`src/rtl/fact_host_ctrl.sv`:
```
// Bus-master sequencer for the factorial core: turns one {operand, dst} command into the
// clear / load / start / wait / read / store / clear transaction sequence on the m_* bus.
module fact_host_ctrl #(
   parameter logic [19:0] TIMEOUT = 20'd1000000,
   parameter logic [15:0] A_START = 16'h7000,
   parameter logic [15:0] A_CLEAR = 16'h7008,
   parameter logic [15:0] A_DONE  = 16'h7010,
   parameter logic [15:0] A_INTEN = 16'h7018,
   parameter logic [15:0] A_OPND  = 16'h7020,
   parameter logic [15:0] A_RES_H = 16'h7028,
   parameter logic [15:0] A_RES_L = 16'h7030
) (
   input  logic         clk,
   input  logic         reset_n,
   input  logic         cmd_valid,
   output logic         cmd_ready,
   input  logic [63:0]  cmd_operand,
   input  logic [15:0]  cmd_dst,
   output logic         done,
   output logic         err,
   output logic [127:0] result,
   output logic         busy,
   output logic         m_req,
   output logic         m_wr,
   output logic [15:0]  m_addr,
   output logic [63:0]  m_dout,
   input  logic         m_grant,
   input  logic [63:0]  m_din,
   input  logic         interrupt
);

   typedef enum logic [3:0] {
      IDLE, REQ, CLR1, CLR0, WR_OP, WR_IE, START, WAIT,
      RD_H, RD_L, ST_H, ST_L, CLR_A, CLR_B, DONE
   } state_t;

   typedef struct packed {
      logic        wr;
      logic [15:0] addr;
      logic [63:0] dout;
   } bus_t;

   localparam logic [15:0] DST_MAX = 16'h07FE;

   function automatic bus_t wr(input logic [15:0] a, input logic [63:0] d);
      return '{wr: 1'b1, addr: a, dout: d};
   endfunction

   function automatic bus_t rd(input logic [15:0] a);
      return '{wr: 1'b0, addr: a, dout: 64'd0};
   endfunction

   state_t       st_q;
   bus_t         bus_q;
   logic         m_req_q, cmd_ready_q, busy_q, done_q, err_q, tmo_q, ph_q;
   logic [63:0]  op_q, res_h_q, res_l_q;
   logic [15:0]  dst_q;
   logic [19:0]  cnt_q;
   logic [127:0] result_q;

   logic [19:0]  cnt_d;
   logic         cmpl_d, term_d, bad_dst_d;

   // ph_q marks that the previous cycle presented a granted read, so m_din is valid now
   assign cnt_d     = cnt_q + 20'd1;
   assign cmpl_d    = interrupt | (ph_q & m_din[0]);
   assign term_d    = (cnt_q == TIMEOUT - 20'd1);
   assign bad_dst_d = (cmd_dst > DST_MAX);

   always_ff @(posedge clk or negedge reset_n) begin
      if (!reset_n) begin
         st_q        <= IDLE;
         bus_q       <= '0;
         m_req_q     <= 1'b0;
         cmd_ready_q <= 1'b1;
         busy_q      <= 1'b0;
         done_q      <= 1'b0;
         err_q       <= 1'b0;
         tmo_q       <= 1'b0;
         ph_q        <= 1'b0;
         op_q        <= '0;
         dst_q       <= '0;
         res_h_q     <= '0;
         res_l_q     <= '0;
         cnt_q       <= '0;
         result_q    <= '0;
      end else begin
         done_q <= 1'b0;
         err_q  <= 1'b0;
         unique case (st_q)
            IDLE: begin
               if (cmd_valid) begin
                  op_q        <= cmd_operand;
                  dst_q       <= cmd_dst;
                  cmd_ready_q <= 1'b0;
                  busy_q      <= 1'b1;
                  tmo_q       <= 1'b0;
                  if (bad_dst_d) begin
                     st_q     <= DONE;
                     done_q   <= 1'b1;
                     err_q    <= 1'b1;
                     result_q <= '0;
                  end else begin
                     st_q    <= REQ;
                     m_req_q <= 1'b1;
                     bus_q   <= '0;
                  end
               end
            end
            REQ: if (m_grant) begin
               st_q  <= CLR1;
               bus_q <= wr(A_CLEAR, 64'd1);
            end
            CLR1: if (m_grant) begin
               st_q  <= CLR0;
               bus_q <= wr(A_CLEAR, 64'd0);
            end
            CLR0: if (m_grant) begin
               st_q  <= WR_OP;
               bus_q <= wr(A_OPND, op_q);
            end
            WR_OP: if (m_grant) begin
               st_q  <= WR_IE;
               bus_q <= wr(A_INTEN, 64'd1);
            end
            WR_IE: if (m_grant) begin
               st_q  <= START;
               bus_q <= wr(A_START, 64'd1);
            end
            START: if (m_grant) begin
               st_q  <= WAIT;
               bus_q <= rd(A_DONE);
               cnt_q <= '0;
               ph_q  <= 1'b0;
            end
            WAIT: begin
               ph_q <= m_grant;
               // completion takes priority over the terminal count
               if (cmpl_d) begin
                  st_q  <= RD_H;
                  bus_q <= rd(A_RES_H);
                  ph_q  <= 1'b0;
               end else if (term_d) begin
                  st_q  <= CLR_A;
                  tmo_q <= 1'b1;
                  bus_q <= wr(A_CLEAR, 64'd1);
               end else begin
                  cnt_q <= cnt_d;
               end
            end
            RD_H: begin
               if (ph_q) begin
                  res_h_q <= m_din;
                  ph_q    <= 1'b0;
                  st_q    <= RD_L;
                  bus_q   <= rd(A_RES_L);
               end else if (m_grant) begin
                  ph_q <= 1'b1;
               end
            end
            RD_L: begin
               if (ph_q) begin
                  res_l_q <= m_din;
                  ph_q    <= 1'b0;
                  st_q    <= ST_H;
                  bus_q   <= wr(dst_q, res_h_q);
               end else if (m_grant) begin
                  ph_q <= 1'b1;
               end
            end
            ST_H: if (m_grant) begin
               st_q  <= ST_L;
               bus_q <= wr(dst_q + 16'd1, res_l_q);
            end
            ST_L: if (m_grant) begin
               st_q  <= CLR_A;
               bus_q <= wr(A_CLEAR, 64'd1);
            end
            CLR_A: if (m_grant) begin
               st_q  <= CLR_B;
               bus_q <= wr(A_CLEAR, 64'd0);
            end
            CLR_B: if (m_grant) begin
               st_q     <= DONE;
               bus_q    <= '0;
               m_req_q  <= 1'b0;
               done_q   <= 1'b1;
               err_q    <= tmo_q;
               result_q <= tmo_q ? 128'd0 : {res_h_q, res_l_q};
            end
            DONE: begin
               st_q        <= IDLE;
               cmd_ready_q <= 1'b1;
               busy_q      <= 1'b0;
            end
            default: st_q <= IDLE;
         endcase
      end
   end

   assign cmd_ready = cmd_ready_q;
   assign busy      = busy_q;
   assign done      = done_q;
   assign err       = err_q;
   assign result    = result_q;
   assign m_req     = m_req_q;
   assign m_wr      = bus_q.wr;
   assign m_addr    = bus_q.addr;
   assign m_dout    = bus_q.dout;

endmodule
```
`config.mk`:
```
export PLATFORM = sky130hd
export DESIGN_NAME = fact_host_ctrl
export DESIGN_NICKNAME = d
export VERILOG_FILES = /design/src/rtl/fact_host_ctrl.sv
export SDC_FILE = /design/constraint.sdc
export NUM_CORES = 1
export LEC_CHECK = 0
export BUFFER_PORTS_ARGS = -buffer_cell sky130_fd_sc_hd__clkbuf_2
export CAP_MARGIN = 10
export CELL_PAD_IN_SITES_DETAIL_PLACEMENT = 0
export CELL_PAD_IN_SITES_GLOBAL_PLACEMENT = 1
export CORE_MARGIN = 2
export CORE_UTILIZATION = 44
export DETAILED_ROUTE_END_ITERATION = 7
export PLACE_DENSITY = 0.8
export SYNTH_ARGS = -nofsm -noshare
export SYNTH_HDL_FRONTEND = slang
export SYNTH_SLANG_ARGS = --single-unit
```
`constraint.sdc`:
```
create_clock -name clk -period 2.8 [get_ports clk]
set_clock_uncertainty 0.15 [all_clocks]
set_input_delay 0.56 -clock clk [delete_from_list [all_inputs] [get_ports clk]]
set_output_delay 0.56 -clock clk [all_outputs]
set_load 0.02 [all_outputs]
```
Word level (Yosys, flattened, before mapping)
Index checks and enable logic that the tools add are counted.
{"block": "totals", "register_bits": 448, "elab_cells": 140}
{"block": "op_classes", "bitwise": 2, "eq_ne": 36, "addsub": 2, "order_cmp": 1, "n_reduce_logical": 21, "muxes": 61}
{"cell": "81-bit two-way mux", "n": 14}
{"cell": "81-bit one-hot mux with 12 select lines", "n": 1}
{"cell": "128-bit two-way mux", "n": 4}
{"cell": "128-bit one-hot mux with 2 select lines", "n": 1}
{"cell": "4-bit two-way mux", "n": 16}
{"cell": "20-bit two-way mux", "n": 3}
{"cell": "4-bit one-hot mux with 14 select lines", "n": 1}
{"cell": "20-bit one-hot mux with 2 select lines", "n": 1}
{"cell": "2-bit inequality test, second input constant", "n": 18}
{"cell": "4-bit equality test, second input constant", "n": 7}
{"cell": "14-bit AND reduction", "n": 2}
{"cell": "20-bit by 1-bit adder with 20-bit output, second input constant", "n": 1}
{"cell": "20-bit equality test, second input constant", "n": 1}
{"cell": "16-bit by 1-bit adder with 16-bit output, second input constant", "n": 1}
{"cell": "4-bit by 3-bit equality test with 1-bit output, second input constant", "n": 4}
{"cell": "16-bit by 11-bit greater-than comparator with 1-bit output, second input constant", "n": 1}
{"cell": "4-bit AND reduction", "n": 4}
{"cell": "1-bit two-way mux", "n": 13}
{"cell": "1-bit one-hot mux with 2 select lines", "n": 6}
{"cell": "12-bit nonzero test", "n": 1}
{"cell": "2-bit AND reduction", "n": 5}
{"cell": "4-bit by 2-bit equality test with 1-bit output, second input constant", "n": 2}
{"cell": "2-bit nonzero test", "n": 4}
{"cell": "2-bit OR reduction", "n": 3}
{"cell": "8 further kinds", "n": 9}

Depth between registers and ports, before layout
Gate-level depths: netlist of the first run.
{"block": "logic_depth", "word_depth": 4, "ltp_mapped": 9, "mapped_depth_nobuf": 6}

Least setup slack after synthesis of the first run
Ideal clock, no wire load.
{"block": "synth_timing", "path_type": "input -> register", "startpoint": "input port cmd_dst[14]", "endpoint": "register bus_q, in the netlist m_addr[10]", "slack_ns": 0.038, "n_path_buf": 2, "t_arrival_ns": 2.485, "cell_stages": 6, "setup_ns": 0.127, "path_cell_list": "or4_1 -> or3_4 -> a2111oi_4 -> buf_6 -> buf_12 -> mux2_1"}
{"block": "synth_between", "elab_chain_cells": 3}
{"element": "start: declaration", "line_no": "18", "rtl": "input logic [15:0] cmd_dst,"}
{"element": "16-bit by 11-bit greater-than comparator with 1-bit output", "line_no": "68", "rtl": "assign bad_dst_d = (cmd_dst > DST_MAX);"}
{"element": "2-bit inequality test (no line)"}
{"element": "14-bit AND reduction (no line)"}
{"element": "end signal: assignment", "line_no": "112", "rtl": "bus_q <= wr(A_CLEAR, 64'd1);"}
{"element": "end signal: assignment", "line_no": "116", "rtl": "bus_q <= wr(A_CLEAR, 64'd0);"}
{"element": "end signal: assignment", "line_no": "120", "rtl": "bus_q <= wr(A_OPND, op_q);"}
{"element": "end: declaration", "line_no": "54", "rtl": "bus_t bus_q;"}
No other way between the ends.
A chain may end at the register's enable or synchronous reset.

Worst setup path in the final report of the first run
{"block": "layout_timing", "startpoint": "register cnt_q[13]", "endpoint": "register bus_q, in the netlist m_dout[41]"}
{"block": "layout_between", "elab_chain_cells": 3}
{"element": "start: declaration", "line_no": "58", "rtl": "logic [19:0] cnt_q;"}
{"element": "start signal: assignment", "line_no": "148", "rtl": "cnt_q <= cnt_d;"}
{"element": "20-bit equality test", "line_no": "67", "rtl": "assign term_d = (cnt_q == TIMEOUT - 20'd1);"}
{"element": "3-bit inequality test (no line)"}
{"element": "14-bit AND reduction (no line)"}
No other way between the ends.

==> results.cfg, run 1 <==
[pwr]
power.density_mw_per_mm2 = 1170
vdd_drop_max_uv = 650
cellLeakagePower_nw = 11.6

[critical_path]
r2r_cells = 7
endpoint_kind = flip-flop
crit_type = flip-flop to flip-flop
cp_data_required_time_ns = 3.15
crit_path_max_fanout = 17
startpoint_type = flip-flop
arrival_ns = 2.99

[grt]
antenna_found_initial = 4
grt_pass1_wl_um = 90100
grt_pass1_vias = 15800
grt_max_degree = 80
grt_util_all_layers = 0.247
grt.overflow.total = 0

[synthesis]
ys_warn_count = 0
ys_seq_elements = 448
avgSynthCellArea_um2 = 11.0
synthFlopType = dfrtp_1
synthCells = 1794
synth_nets = 1945
synth_area_leaders = dfrtp_1 57%, mux2i_1 9.8%, nand2_1 7.4%
ys_seq_area_frac = 0.568
async_reset_ff_frac = 1.00
yosysTopAreaCell = dfrtp_1
synth_edf_count = 0
yosysUniqueCellTypes = 69
netlist_area_mm2 = 0.0197
synth_top_area_frac = 0.567

[sta]
setup_ws_ns = 0.157
maxSlewHeadroom = 0.580
max_freq_ghz = 0.378
drv_slew = 0
rsz0062_at_grt = false
timing.final.hold_violations = 0
worst_pin_slew_ns = 0.630
finalCritPeriodShare = 0.944
fin_crit_ns = 2.64
setup_viol = 0

[clocking]
clock_path_buffers = 3
htreeDepth = 2
cts_root_buf = clkbuf_16
cts_tree = done
cts_sinks = 448
cts_inserted_buffers = 49
clock_latency_ns = 0.59
clk_pin_slew_ns = 0.06
cts_setup_buffers = 0

[die]
core_mm2 = 0.0442
die_h_um = 216
dieArea_mm2 = 0.0465
start_util = 0.446
io_pins = 363
chipWidth_um = 216
rows = 77

[outcome]
outcome = complete, but fails checks
violations = DRC

[drt]
drt_wl_total_um = 57200
ant_nets = 0
vias = 15100
vias_per_cell = 5.36
route.detailed.drc = 11
wl_per_cell_um = 20.2
first_pass_iters = 8
dr.first_iter.drc_count = 1408

[finish]
area_delta_synth_final_pct = 24.7
fin_nets = 2340
seqCellArea_mm2 = 0.0112
layout-drive-gt1-share = 0.304
fillers = 3901
fin_cells = 2823
multi_input_area_mm2 = 0.00732

[hold_path]
min_path_cells = 3
hold_path.class = input port to flip-flop

[placed_design]
port_buffers = 362
dp_cells = 2714
detailed_place_hpwl_um = 38600
routabilityCongestion = 0.855
dp_slack_ns = -0.244

[flow_run]
maxCapViolations = 0
==> final cells by class <==
class                   instances  share of cell area
well taps                     592              0.0301
flip-flops and latches        448               0.456
clock inverters                22              0.0106
diodes                          1            0.000102
repair buffers                451               0.116
inverters                     203              0.0310
clock buffers                  70              0.0588
multi-input cells            1036               0.297
==> power by group <==
part,leakage [nW],total (mW),switching (mW),internal (mW)
clock,0.834,6.80,2.73,4.07
combinational,5.05,10.5,6.09,4.43
sequential,5.75,11.6,2.27,9.31
==> logic make-up (layout without fill, tap and decap cells) <==
kind of cell	after synthesis	in the layout	share of synthesized area
simple gates	508	508	0.109
compound gates	178	178	0.0696
mux	339	339	0.183
fa+ha+maj	2	2	0.00127
buf+inv	310	746	0.0646
flops	448	448	0.568
xor+xnor	9	9	0.00400
other cells	0	1	0
==> per-stage QoR <==
| step | utilization | TNS (ns) | instance area, um2 | total power [mW] | hold slack [ns] |
|---|---|---|---|---|---|
| 2_1_floorplan | - | 0 | 19700 | 18.1 | 0.114 |
| 3_3_place_gp | 0.514 | -8.81 | 22700 | 21.8 | 0.309 |
| 3_5_place_dp | 0.514 | -10.29 | 22700 | 22.2 | 0.313 |
| 4_1_cts | 0.556 | 0 | 24600 | 29.1 | 0.00132 |
| 5_1_grt | 0.556 | 0 | 24600 | 30.6 | 0.0164 |
| 6_report | 0.556 | 0 | 24600 | 28.9 | 0.0256 |
==> state kept, by name (all words and copies together), names as in the netlist, 4 cells and up <==
register  flops
result      128
m_dout       64
op_q         64
res_h_q      64
m_addr       16
cnt_q        20
st_q          4
res_l_q      64
dst_q        16
==> synth_stat cells, types with 7 or more instances <==
library cell,instances
nor3_1,11
a222oi_1,63
buf_6,7
nand2_1,391
nand2b_1,7
clkbuf_1,77
o21ai_0,37
mux2_2,130
nand4_1,10
inv_1,201
buf_2,17
dfrtp_1,447
a31oi_1,8
nor2_1,25
or3_1,11
a21oi_1,29
mux2_4,10
nand3_1,20
mux2i_1,193
==> what timing repair did <==
action / 4_1_cts / 5_1_grt
hold buffers: 16 / 0
setup endpoints to repair: 0 / 37
resized for setup: 0 / 3
hold endpoints to repair: 65 / 0
==> layout by cell type (no fill, tap or decap), types with 5 or more instances in the layout <==
cell type	n
a21oi_1	29
a222oi_1	63
a31oi_1	8
buf_12	26
buf_4	46
bufinv_16	5
clkbuf_1	9
clkbuf_16	51
clkbuf_2	361
clkbuf_8	10
clkinv_2	9
dfrtp_1	446
dlygate4sd3_1	16
inv_1	201
mux2_1	6
mux2_2	130
mux2_4	10
mux2i_1	193
nand2_1	389
nand2b_1	7
nand3_1	19
nand4_1	10
nor2_1	23
nor3_1	9
o21ai_0	37
o31ai_1	5
or3_1	11
or4_1	6
xnor2_1	6
==> path summary, 6_finish.rpt <==
path	from	slack, ns	to
setup / recovery	cnt_q[13]$_DFFE_PN0P_	0.16	m_dout[41]$_DFFE_PN0P_
hold / removal	cmd_operand[19]	0.03	op_q[19]$_DFFE_PN0P_
max in group asynchronous	reset_n	1.27	op_q[28]$_DFFE_PN0P_
hold reg to reg	op_q[51]$_DFFE_PN0P_	0.33	op_q[51]$_DFFE_PN0P_
setup reg to reg	cnt_q[13]$_DFFE_PN0P_	0.16	m_dout[41]$_DFFE_PN0P_
min in group asynchronous	reset_n	0.34	res_h_q[44]$_DFFE_PN0P_
==> worst max-delay path, cell delays in order, from the launching register on <==
cell and delay, ns:
dfrtp_1 0.44, or4_1 0.53, nor2_2 0.18, a21boi_2 0.13, a2111oi_4 0.38, buf_6 0.29
buf_12 0.21, mux2i_1 0.23
==> routing by layer <==
| layer | wire, um | part of all wire | vias to the layer above | GRT usage |
|---|---|---|---|---|
| met2 | 27100 | 0.47 | 584 | 0.404 |
| met3 | 4260 | 0.074 | 88 | 0.0584 |
| met4 | 1330 | 0.023 | 4 | 0.0680 |
| li1 | - | - | 6874 | - |
| met5 | 30 | 0.00052 | - | 0 |
| met1 | 24400 | 0.43 | 7589 | 0.329 |
Note: power is estimated with default switching activity, not from simulation.
==> run 2, diff against run 1 <==
--- a/config.mk
+++ b/config.mk
@@ -10,9 +10,11 @@
 export CELL_PAD_IN_SITES_DETAIL_PLACEMENT = 0
 export CELL_PAD_IN_SITES_GLOBAL_PLACEMENT = 1
 export CORE_MARGIN = 2
-export CORE_UTILIZATION = 44
+export CORE_UTILIZATION = 45
+export CTS_BUF_LIST = sky130_fd_sc_hd__clkbuf_2
 export DETAILED_ROUTE_END_ITERATION = 7
-export PLACE_DENSITY = 0.8
+export HOLD_SLACK_MARGIN = 0.15
+export PLACE_DENSITY = 0.82
 export SYNTH_ARGS = -nofsm -noshare
 export SYNTH_HDL_FRONTEND = slang
 export SYNTH_SLANG_ARGS = --single-unit
==> constraint.sdc (replaced) <==
create_clock -name clk -period 2.5 [get_ports clk]
set_clock_uncertainty 0.15 [all_clocks]
set_input_delay 0.5 -clock clk [delete_from_list [all_inputs] [get_ports clk]]
set_output_delay 0.5 -clock clk [all_outputs]
set_load 0.02 [all_outputs]
==> results.cfg, run 2 (same netlist as run 1, synthesis figures left out) <==
[clocking]
cts_tree = done
clock_path_buffers = 3
clock_latency_ns = 1.08
clk_pin_slew_ns = 0.11
cts_root_buf = clkbuf_2
cts_inserted_buffers = 112
htreeDepth = 3
cts_sinks = 448

[critical_path]
crit_path_max_fanout = 6
r2r_start = cnt_q[15]$_DFFE_PN0P_
cp-startpoint = cnt_q[15]$_DFFE_PN0P_
rr_endpoint = m_addr[10]$_DFFE_PN0P_
rrSetupSlack_ns = -0.03
crit_type = flip-flop to flip-flop
cp_data_required_time_ns = 3.33
arrival_ns = 3.35
startpoint_type = flip-flop
r2r_cells = 7
critPathCapture = m_addr[10]$_DFFE_PN0P_
endpoint_kind = flip-flop

[grt]
grt_pass1_wl_um = 98900
grt.overflow.total = 0
grt_util_all_layers = 0.281
grt_max_degree = 80
antenna_found_initial = 3
grt_pass1_vias = 18300

[drt]
vias = 17300
ant_nets = 0
drt_wl_total_um = 64400
wl_per_cell_um = 19.6
first_pass_iters = 8
vias_per_cell = 5.27
dr.first_iter.drc_count = 1527
route.detailed.drc = 0

[hold_path]
min_path_cells = 5
hold_path.class = input port to flip-flop
min-delay-start = m_grant

[sta]
worst_pin_slew_ns = 0.528
finalCritPeriodShare = 1.01
setup_viol = 19
setup_ws_ns = -0.0283
rsz0062_at_grt = true
whs_ns = 0.302
timing.final.hold_violations = 0
fin_crit_ns = 2.53
drv_slew = 0
max_freq_ghz = 0.396
maxSlewHeadroom = 0.648

[finish]
layout.cells.most_common_list = 519 x clkbuf_2, 443 x dfrtp_1, 388 x nand2_1
multi_input_area_mm2 = 0.00739
layout_commonest_cell = clkbuf_2
area_delta_synth_final_pct = 40.3
largest_reg_flops = 128
layout-drive-gt1-share = 0.313
fillers = 3476
fin_cells = 3292
seqCellArea_mm2 = 0.0112
fin_nets = 2772
design_area_mm2 = 0.0277

[die]
core_mm2 = 0.0432
dieArea_mm2 = 0.0455
rows = 76
io_pins = 363
start_util = 0.457
chipWidth_um = 213
die_h_um = 213

[flow_run]
maxCapViolations = 0

[pwr]
cellLeakagePower_nw = 13.1
power_mw = 31.4
vdd_drop_max_uv = 625
power.density_mw_per_mm2 = 1130

[placed_design]
routabilityCongestion = 0.873
port_buffers = 362
dp_cells = 2745
detailed_place_hpwl_um = 39200
place_area_mm2 = 0.0230
dp_slack_ns = -0.379

[outcome]
outcome = complete, but fails checks
violations = setup timing
[run 2: cell count changes in the layout (fill, tap and decap cells not counted), sizes merged]
cell,previous run,this run
dlygate4sd3,16,325
clkbuf,431,525
buf,74,130
clkinv,13,33
bufinv,5,1
clkinvlp,4,2
diode,1,3
inv,203,204
[run 2: critical path, stage by stage, from the launching register on]
cell and delay [ns]:
dfrtp_1 0.40, or3b_4 0.41, nor4_4 0.23, a21boi_4 0.13
a2111oi_4 0.37, buf_4 0.19, buf_2 0.23, mux2_4 0.32
[run 2: stage by stage]
step,util,TNS [ns]
after detailed placement,0.534,-29.32
after global placement,0.534,-26.01
final,0.641,-0.334
after floorplan,-,-2.32
after global routing,0.641,-3.91
after CTS,0.635,-0.0760
[run 2: layout make-up]
type,instances,share of cell area
Inverter,203,0.0275
Clock inverter,37,0.00660
Antenna cell,3,0.000271
Clock buffer,160,0.0289
Multi-Input combinational cell,1036,0.267
Timing Repair Buffer,820,0.238
Sequential cell,448,0.405
Tap cell,585,0.0264
[run 2: power breakdown]
part	total (mW)	leakage, nW	switching, mW	internal [mW]
combinational	13.7	6.64	7.48	6.18
sequential	12.9	5.74	2.49	10.4
clock	4.88	0.756	3.05	1.83
[run 2: how the worst min path moves through the flow]
stage | slack [ns] | to
after floorplan | 0.05 | busy$_DFFE_PN0P_
after global placement | 0.31 | op_q[25]$_DFFE_PN0P_
after detailed placement | 0.31 | op_q[25]$_DFFE_PN0P_
after CTS | 0.17 | cnt_q[4]$_DFFE_PN0P_
after global routing | 0.28 | cnt_q[4]$_DFFE_PN0P_
final | 0.30 | cnt_q[4]$_DFFE_PN0P_
[run 2: timing repair]
action,in CTS,in global routing
hold buffers,326,0
setup endpoints to repair,80,152
buffers inserted,4,10
hold endpoints to repair,891,0
gates cloned,1,6
resized for setup,10,17
pin swaps,1,5
[run 2: layer usage]
metal,wire (um),GRT usage,vias to the layer above
met4,2520,0.132,0
met5,0,0,-
met1,26400,0.356,8619
li1,-,-,7797
met2,30700,0.458,769
met3,4790,0.0658,157
